[config.mk]
export PLATFORM = sky130hd
export DESIGN_NAME = gcd_sequencer
export DESIGN_NICKNAME = d
export VERILOG_FILES = /design/src/rtl/gcd_sequencer.sv
export SDC_FILE = /design/constraint.sdc
export NUM_CORES = 1
export LEC_CHECK = 0
export ABC_AREA = 0
export ABC_CLOCK_PERIOD_IN_PS = 8600
export BUFFER_PORTS_ARGS = -buffer_cell sky130_fd_sc_hd__buf_2
export CAP_MARGIN = 20
export CORE_ASPECT_RATIO = 0.5
export CORE_UTILIZATION = 61
export DETAILED_ROUTE_END_ITERATION = 7
export PLACE_DENSITY_LB_ADDON = 0.05
export SYNTH_ARGS = -nofsm -noshare
export SYNTH_HDL_FRONTEND = slang
export SYNTH_SLANG_ARGS = --single-unit
[constraint.sdc]
create_clock -name clk -period 8.6 [get_ports clk]
set_input_delay 1.72 -clock clk [delete_from_list [all_inputs] [get_ports clk]]
set_output_delay 1.72 -clock clk [all_outputs]
set_load 0.05 [all_outputs]
[src/rtl/gcd_sequencer.sv]
// gcd_sequencer: request FIFO plus control FSM that feeds operand pairs to an
// external multi-cycle GCD core and returns {a, b, gcd, err} on a result
// handshake. A pair with a zero operand bypasses the core: gcd(0,x) = x.
//
// Build option: define GCD_SEQ_TIMEOUT_EN to add a WAIT-state watchdog. When
// the core has not reported done after TIMEOUT_CYCLES WAIT cycles, the job is
// retired with res_gcd = 0 and res_err = 1. Without the macro there is no
// counter and res_err is tied low.
module gcd_sequencer #(
  parameter int WIDTH          = 8,
  parameter int DEPTH          = 4,
  parameter int TIMEOUT_CYCLES = 600
) (
  input  logic             clk,
  input  logic             reset,
  // operand request handshake
  input  logic             in_valid,
  output logic             in_ready,
  input  logic [WIDTH-1:0] in_a,
  input  logic [WIDTH-1:0] in_b,
  // GCD core interface
  output logic [WIDTH-1:0] core_a,
  output logic [WIDTH-1:0] core_b,
  output logic             core_load,
  output logic             core_en,
  input  logic [WIDTH-1:0] core_ans,
  input  logic             core_done,
  // result handshake
  output logic             res_valid,
  input  logic             res_ready,
  output logic [WIDTH-1:0] res_a,
  output logic [WIDTH-1:0] res_b,
  output logic [WIDTH-1:0] res_gcd,
  output logic             res_err,
  output logic             busy
);

  localparam int PTR_W = (DEPTH > 1) ? $clog2(DEPTH) : 1;
  localparam int CNT_W = $clog2(DEPTH + 1);

  // Reject parameter values the FIFO and watchdog cannot honour.
  generate
    if (DEPTH < 1 || (DEPTH & (DEPTH - 1)) != 0) begin : g_bad_depth
      $error("gcd_sequencer: DEPTH must be a power of two");
    end
    if (TIMEOUT_CYCLES < 1) begin : g_bad_timeout
      $error("gcd_sequencer: TIMEOUT_CYCLES must be at least 1");
    end
  endgenerate

  typedef enum logic [1:0] {
    ST_IDLE = 2'd0,
    ST_LOAD = 2'd1,
    ST_WAIT = 2'd2,
    ST_OUT  = 2'd3
  } state_t;

  // ---------------------------------------------------------------------------
  // Request FIFO
  // ---------------------------------------------------------------------------
  logic [2*WIDTH-1:0] r_mem [DEPTH];
  logic [PTR_W-1:0]   r_wr_ptr;
  logic [PTR_W-1:0]   r_rd_ptr;
  logic [CNT_W-1:0]   r_count;

  logic               w_push;
  logic               w_pop;
  logic               w_empty;
  logic               w_full;
  logic [2*WIDTH-1:0] w_head;
  logic [WIDTH-1:0]   w_head_a;
  logic [WIDTH-1:0]   w_head_b;
  logic               w_head_zero;
  logic               w_timeout;

  state_t             r_state;
  logic [WIDTH-1:0]   r_core_a;
  logic [WIDTH-1:0]   r_core_b;
  logic               r_core_load;
  logic               r_core_en;
  logic               r_res_valid;
  logic [WIDTH-1:0]   r_res_a;
  logic [WIDTH-1:0]   r_res_b;
  logic [WIDTH-1:0]   r_res_gcd;

  // Full/empty come from the registered count only, so a pop in the same
  // cycle never re-opens in_ready; the freed slot shows up one cycle later.
  assign w_full   = (r_count == CNT_W'(DEPTH));
  assign w_empty  = (r_count == '0);
  assign in_ready = !w_full;
  assign w_push   = in_valid && !w_full;

  assign w_head      = r_mem[r_rd_ptr];
  assign w_head_a    = w_head[2*WIDTH-1:WIDTH];
  assign w_head_b    = w_head[WIDTH-1:0];
  assign w_head_zero = (w_head_a == '0) || (w_head_b == '0);

  // The head leaves the FIFO when its result is decided: immediately on the
  // bypass path, or when the core finishes (or the watchdog fires) in WAIT.
  assign w_pop = ((r_state == ST_IDLE) && !w_empty && w_head_zero) ||
                 ((r_state == ST_WAIT) && (core_done || w_timeout));

  // FIFO storage: write-only port, no reset needed for the payload.
  always_ff @(posedge clk) begin
    if (w_push) begin
      r_mem[r_wr_ptr] <= {in_a, in_b};
    end
  end

  // FIFO pointers and occupancy; pointers wrap explicitly at DEPTH-1.
  always_ff @(posedge clk or negedge reset) begin
    if (!reset) begin
      r_wr_ptr <= '0;
      r_rd_ptr <= '0;
      r_count  <= '0;
    end else begin
      if (w_push) begin
        r_wr_ptr <= (r_wr_ptr == PTR_W'(DEPTH - 1)) ? '0 : r_wr_ptr + PTR_W'(1);
      end
      if (w_pop) begin
        r_rd_ptr <= (r_rd_ptr == PTR_W'(DEPTH - 1)) ? '0 : r_rd_ptr + PTR_W'(1);
      end
      case ({w_push, w_pop})
        2'b10:   r_count <= r_count + CNT_W'(1);
        2'b01:   r_count <= r_count - CNT_W'(1);
        default: r_count <= r_count;
      endcase
    end
  end

  // ---------------------------------------------------------------------------
  // Optional WAIT watchdog
  // ---------------------------------------------------------------------------
`ifdef GCD_SEQ_TIMEOUT_EN
  localparam int TO_W = $clog2(TIMEOUT_CYCLES + 1);

  logic [TO_W-1:0] r_wait_cnt;
  logic            r_res_err;

  // Fires on the TIMEOUT_CYCLES-th consecutive WAIT cycle.
  assign w_timeout = (r_state == ST_WAIT) &&
                     (r_wait_cnt == TO_W'(TIMEOUT_CYCLES - 1));

  // Counts completed WAIT cycles; cleared in every other state.
  always_ff @(posedge clk or negedge reset) begin
    if (!reset) begin
      r_wait_cnt <= '0;
    end else if (r_state == ST_WAIT) begin
      r_wait_cnt <= r_wait_cnt + TO_W'(1);
    end else begin
      r_wait_cnt <= '0;
    end
  end

  // Error flag set only by a watchdog retirement, cleared by any other result.
  always_ff @(posedge clk or negedge reset) begin
    if (!reset) begin
      r_res_err <= 1'b0;
    end else if (r_state == ST_IDLE && !w_empty && w_head_zero) begin
      r_res_err <= 1'b0;
    end else if (r_state == ST_WAIT) begin
      if (core_done) begin
        r_res_err <= 1'b0;
      end else if (w_timeout) begin
        r_res_err <= 1'b1;
      end
    end
  end

  assign res_err = r_res_err;
`else
  assign w_timeout = 1'b0;
  assign res_err   = 1'b0;
`endif

  // ---------------------------------------------------------------------------
  // Control FSM with registered core and result outputs
  // ---------------------------------------------------------------------------
  // One job at a time: IDLE picks the head, LOAD pulses core_load, WAIT runs
  // the core, OUT holds the result until the consumer takes it.
  always_ff @(posedge clk or negedge reset) begin
    if (!reset) begin
      r_state     <= ST_IDLE;
      r_core_a    <= '0;
      r_core_b    <= '0;
      r_core_load <= 1'b0;
      r_core_en   <= 1'b0;
      r_res_valid <= 1'b0;
      r_res_a     <= '0;
      r_res_b     <= '0;
      r_res_gcd   <= '0;
    end else begin
      case (r_state)
        ST_IDLE: begin
          if (!w_empty) begin
            if (w_head_zero) begin
              // gcd(0,x) = x and gcd(0,0) = 0, so OR-ing gives the answer.
              r_res_a     <= w_head_a;
              r_res_b     <= w_head_b;
              r_res_gcd   <= w_head_a | w_head_b;
              r_res_valid <= 1'b1;
              r_state     <= ST_OUT;
            end else begin
              r_core_a    <= w_head_a;
              r_core_b    <= w_head_b;
              r_core_load <= 1'b1;
              r_state     <= ST_LOAD;
            end
          end
        end
        ST_LOAD: begin
          r_core_load <= 1'b0;
          r_core_en   <= 1'b1;
          r_state     <= ST_WAIT;
        end
        ST_WAIT: begin
          // core_a/core_b are left untouched so they stay stable for the core.
          if (core_done) begin
            r_core_en   <= 1'b0;
            r_res_a     <= r_core_a;
            r_res_b     <= r_core_b;
            r_res_gcd   <= core_ans;
            r_res_valid <= 1'b1;
            r_state     <= ST_OUT;
          end else if (w_timeout) begin
            r_core_en   <= 1'b0;
            r_res_a     <= r_core_a;
            r_res_b     <= r_core_b;
            r_res_gcd   <= '0;
            r_res_valid <= 1'b1;
            r_state     <= ST_OUT;
          end
        end
        ST_OUT: begin
          if (res_ready) begin
            r_res_valid <= 1'b0;
            r_state     <= ST_IDLE;
          end
        end
        default: begin
          r_state <= ST_IDLE;
        end
      endcase
    end
  end

  assign core_a    = r_core_a;
  assign core_b    = r_core_b;
  assign core_load = r_core_load;
  assign core_en   = r_core_en;
  assign res_valid = r_res_valid;
  assign res_a     = r_res_a;
  assign res_b     = r_res_b;
  assign res_gcd   = r_res_gcd;
  assign busy      = (r_state != ST_IDLE);

endmodule

==> flow_summary.ini <==
[sta]
rsz0062_at_grt = false
max_slew_margin_pct = 26.5
fin_ws_ns = 4.65
timing.final.hold_violations = 0
setup_viol = 0
holdWs_ns = 0.504
fin_skew_ns = 0.0136
post-route-period-util_pct = 46.0
slew_viol_final = 0
finalCriticalPeriod_ns = 3.95
fmax_ghz = 0.253
fin_tns_setup_ns = 0
worst_pin_slew_ns = 1.10

[drt]
vias_per_cell = 5.75
drc = 0
routed_wl_um = 10500
routed-via-count = 2965
first_iter_violations = 247
ant_nets = 0
dr.pass1.iters = 4
wl_per_cell_um = 20.3

[clocking]
clkLatencyLatePin_ns = 0.41
cts.hold.buffers_added = 0
clockBufferDepth = 2
post_cts_buffers = 0
cts.sinks = 116
tritoncts = built
cts_root_buffer = clkbuf_16
clk_pin_slew_ns = 0.05
htreeDepth = 4
postCtsResizedCells = 0
cts_made_buffers = 17

[worst_setup_path]
endpoint_kind = flop
crit_top_cell = xor2_1
crit_path_start_kind = flop
crit_fanout = 20
slowest_stage = dfrtp_1
cp.arrival_ns = 4.29
cp.required_ns = 8.93
crit_chain = mux4_1, nor4_2, nand2_2, and2_2, o21ai_0, ha_1, inv_1, fa_1, xor2_1, nor2_1, xor2_1
critPathKind = reg -> reg
cpPeakStageDelay_ns = 1.00

[logic_synthesis]
synthDistinctLibCells = 41
synthCells = 310
synth-seq-cells = 116
synth_nets = 350
netlist_area_um2 = 5130
ys_warn_count = 0
seq_area_frac_synth_pct = 62.8
synth_area_per_cell_um2 = 16.5

[flow_run]
drv_cap = 0

[floorplan]
core_area_um2 = 8090
die_h_um = 66.8
rows = 23
io_pins = 75
die_x_um = 132
die-area_um2 = 8800
floorplan.initialDensity_pct = 63.4

[grt]
grt_antenna_before_repair = 0
grt_pass1_vias = 2858
grt_util_all_layers_pct = 25.7
overflow = 0
grt_pass1_wl_um = 15900
grt_max_degree = 53

[final_layout]
nets = 431
n_antenna_cell = 0
syn_to_final_growth_pct = 19.4
drive_above_1_share_pct = 44.8

[place]
portBuffers = 73
hpwl_um = 7060
dp_slack_ns = 4.65
routabilityCongestion = 0.798

[status]
status = finished clean

[worst_hold_path]
hold_path.class = reg -> reg
routing by layer:
layer | share of wire, % | track usage [%] | vias to the layer above
met5 | 0 | 0 | -
met1 | 49 | 37.5 | 1488
met2 | 43 | 36.0 | 131
li1 | - | - | 1338
met4 | 0.62 | 11.2 | 0
met3 | 6.8 | 7.23 | 8
cell type report:
class	instances	area [µm²]
repair buffers	75	393
clock buffers	19	443
flip-flops and latches	116	3220
clock inverters	13	134
well taps	112	140
inverters	12	45.0
multi-input cells	169	1750
fillers	497	1960
metrics by stage:
stage	util [%]	instances	cell area, µm²
2_1_floorplan	-	310	5130
3_3_place_gp	68.3	483	5530
3_5_place_dp	68.3	483	5530
4_1_cts	75.5	515	6100
5_1_grt	75.7	516	6120
6_report	75.7	516	6120
critical path, delay by kind of cell, from the launching register on:
family,cells,cell delay (ns)
buffers and inverters,1,0.07
XOR/XNOR,2,0.30
adder cells (fa/ha/maj),2,0.62
AND/OR/NAND/NOR,4,0.87
flip-flops,1,1.00
AO/OA/AOI/OAI,1,0.23
multiplexers,1,0.78
kinds of logic after synthesis:
| family | after synthesis | share of synthesized area (%) |
|---|---|---|
| adders and majority gates | 11 | 2.83 |
| muxes | 73 | 21.5 |
| xor gates and xnor gates | 3 | 0.512 |
| DFF | 116 | 62.8 |
| other | 1 | 0.0731 |
| AOI/OAI and AO/OA | 27 | 3.44 |
| buffers and inverters | 25 | 3.12 |
| and+or+nand+nor | 54 | 5.66 |
cell usage after synthesis, drive strengths merged:
cell type	instances	share of area, %
nor2b	1	0.12
a211o	1	0.17
xor2	2	0.34
and3	5	0.61
buf	8	1.9
edfxtp	64	37
mux4	16	7.5
dfrtp	52	25
o211ai	2	0.29
nor3	2	0.20
xnor2	1	0.17
a22o	1	0.17
a31oi	2	0.54
conb	1	0.073
a311oi	1	0.17
mux2	57	14
clkbuf	5	0.37
or3	2	0.24
and2	3	0.39
nand3	4	0.39
nor4	4	0.98
nand4	2	0.37
fa	1	0.39
o31ai	1	0.15
nand2	17	1.3
o21ai	15	1.5
a2111oi	1	0.17
nor2	14	1.0
o22ai	1	0.12
ha	10	2.4
inv	12	0.88
a21oi	2	0.20
state kept, by name, indices dropped and copies added, names as in the netlist, 2 cells and up:
| register | flops |
|---|---|
| r_mem | 64 |
| core_a | 8 |
| core_b | 8 |
| res_a | 8 |
| res_b | 8 |
| res_gcd | 8 |
| r_count | 3 |
| r_rd_ptr | 2 |
| r_state | 2 |
| r_wr_ptr | 2 |
layout by cell type, fill, tap and decap left out, drive strengths merged, types with 2 or more instances in the layout:
cell type and instances:
buf 75, edfxtp 64, mux2 57, dfrtp 52
clkbuf 19, nand2 17, mux4 16, o21ai 15
nor2 14, inv 13, ha 10, clkinv 7
and3 5, nand3 4, nor4 4, clkinvlp 3
and2 3, or3 2, nor3 2, a21oi 2
o211ai 2, xor2 2, bufinv 2, nand4 2
a31oi 2
path summary, 6_finish.rpt:
kind | startpoint | endpoint | slack [ns] | cells after the start
worst max-delay path | r_rd_ptr[0] | r_count[2] | 4.65 | 11
worst min-delay path | res_gcd[3] | res_gcd[3] | 0.50 | 1
worst max register to register | r_rd_ptr[0] | r_count[2] | 4.65 | 11
worst min register to register | res_gcd[3] | res_gcd[3] | 0.50 | 1
max in group asynchronous | reset | res_a[4] | 6.87 | 2
min in group asynchronous | reset | res_a[7] | 1.21 | 1
Power is left out: the tool's default activity adds up to more than one toggle a clock period on the data nets, which glitch-free logic cannot reach.
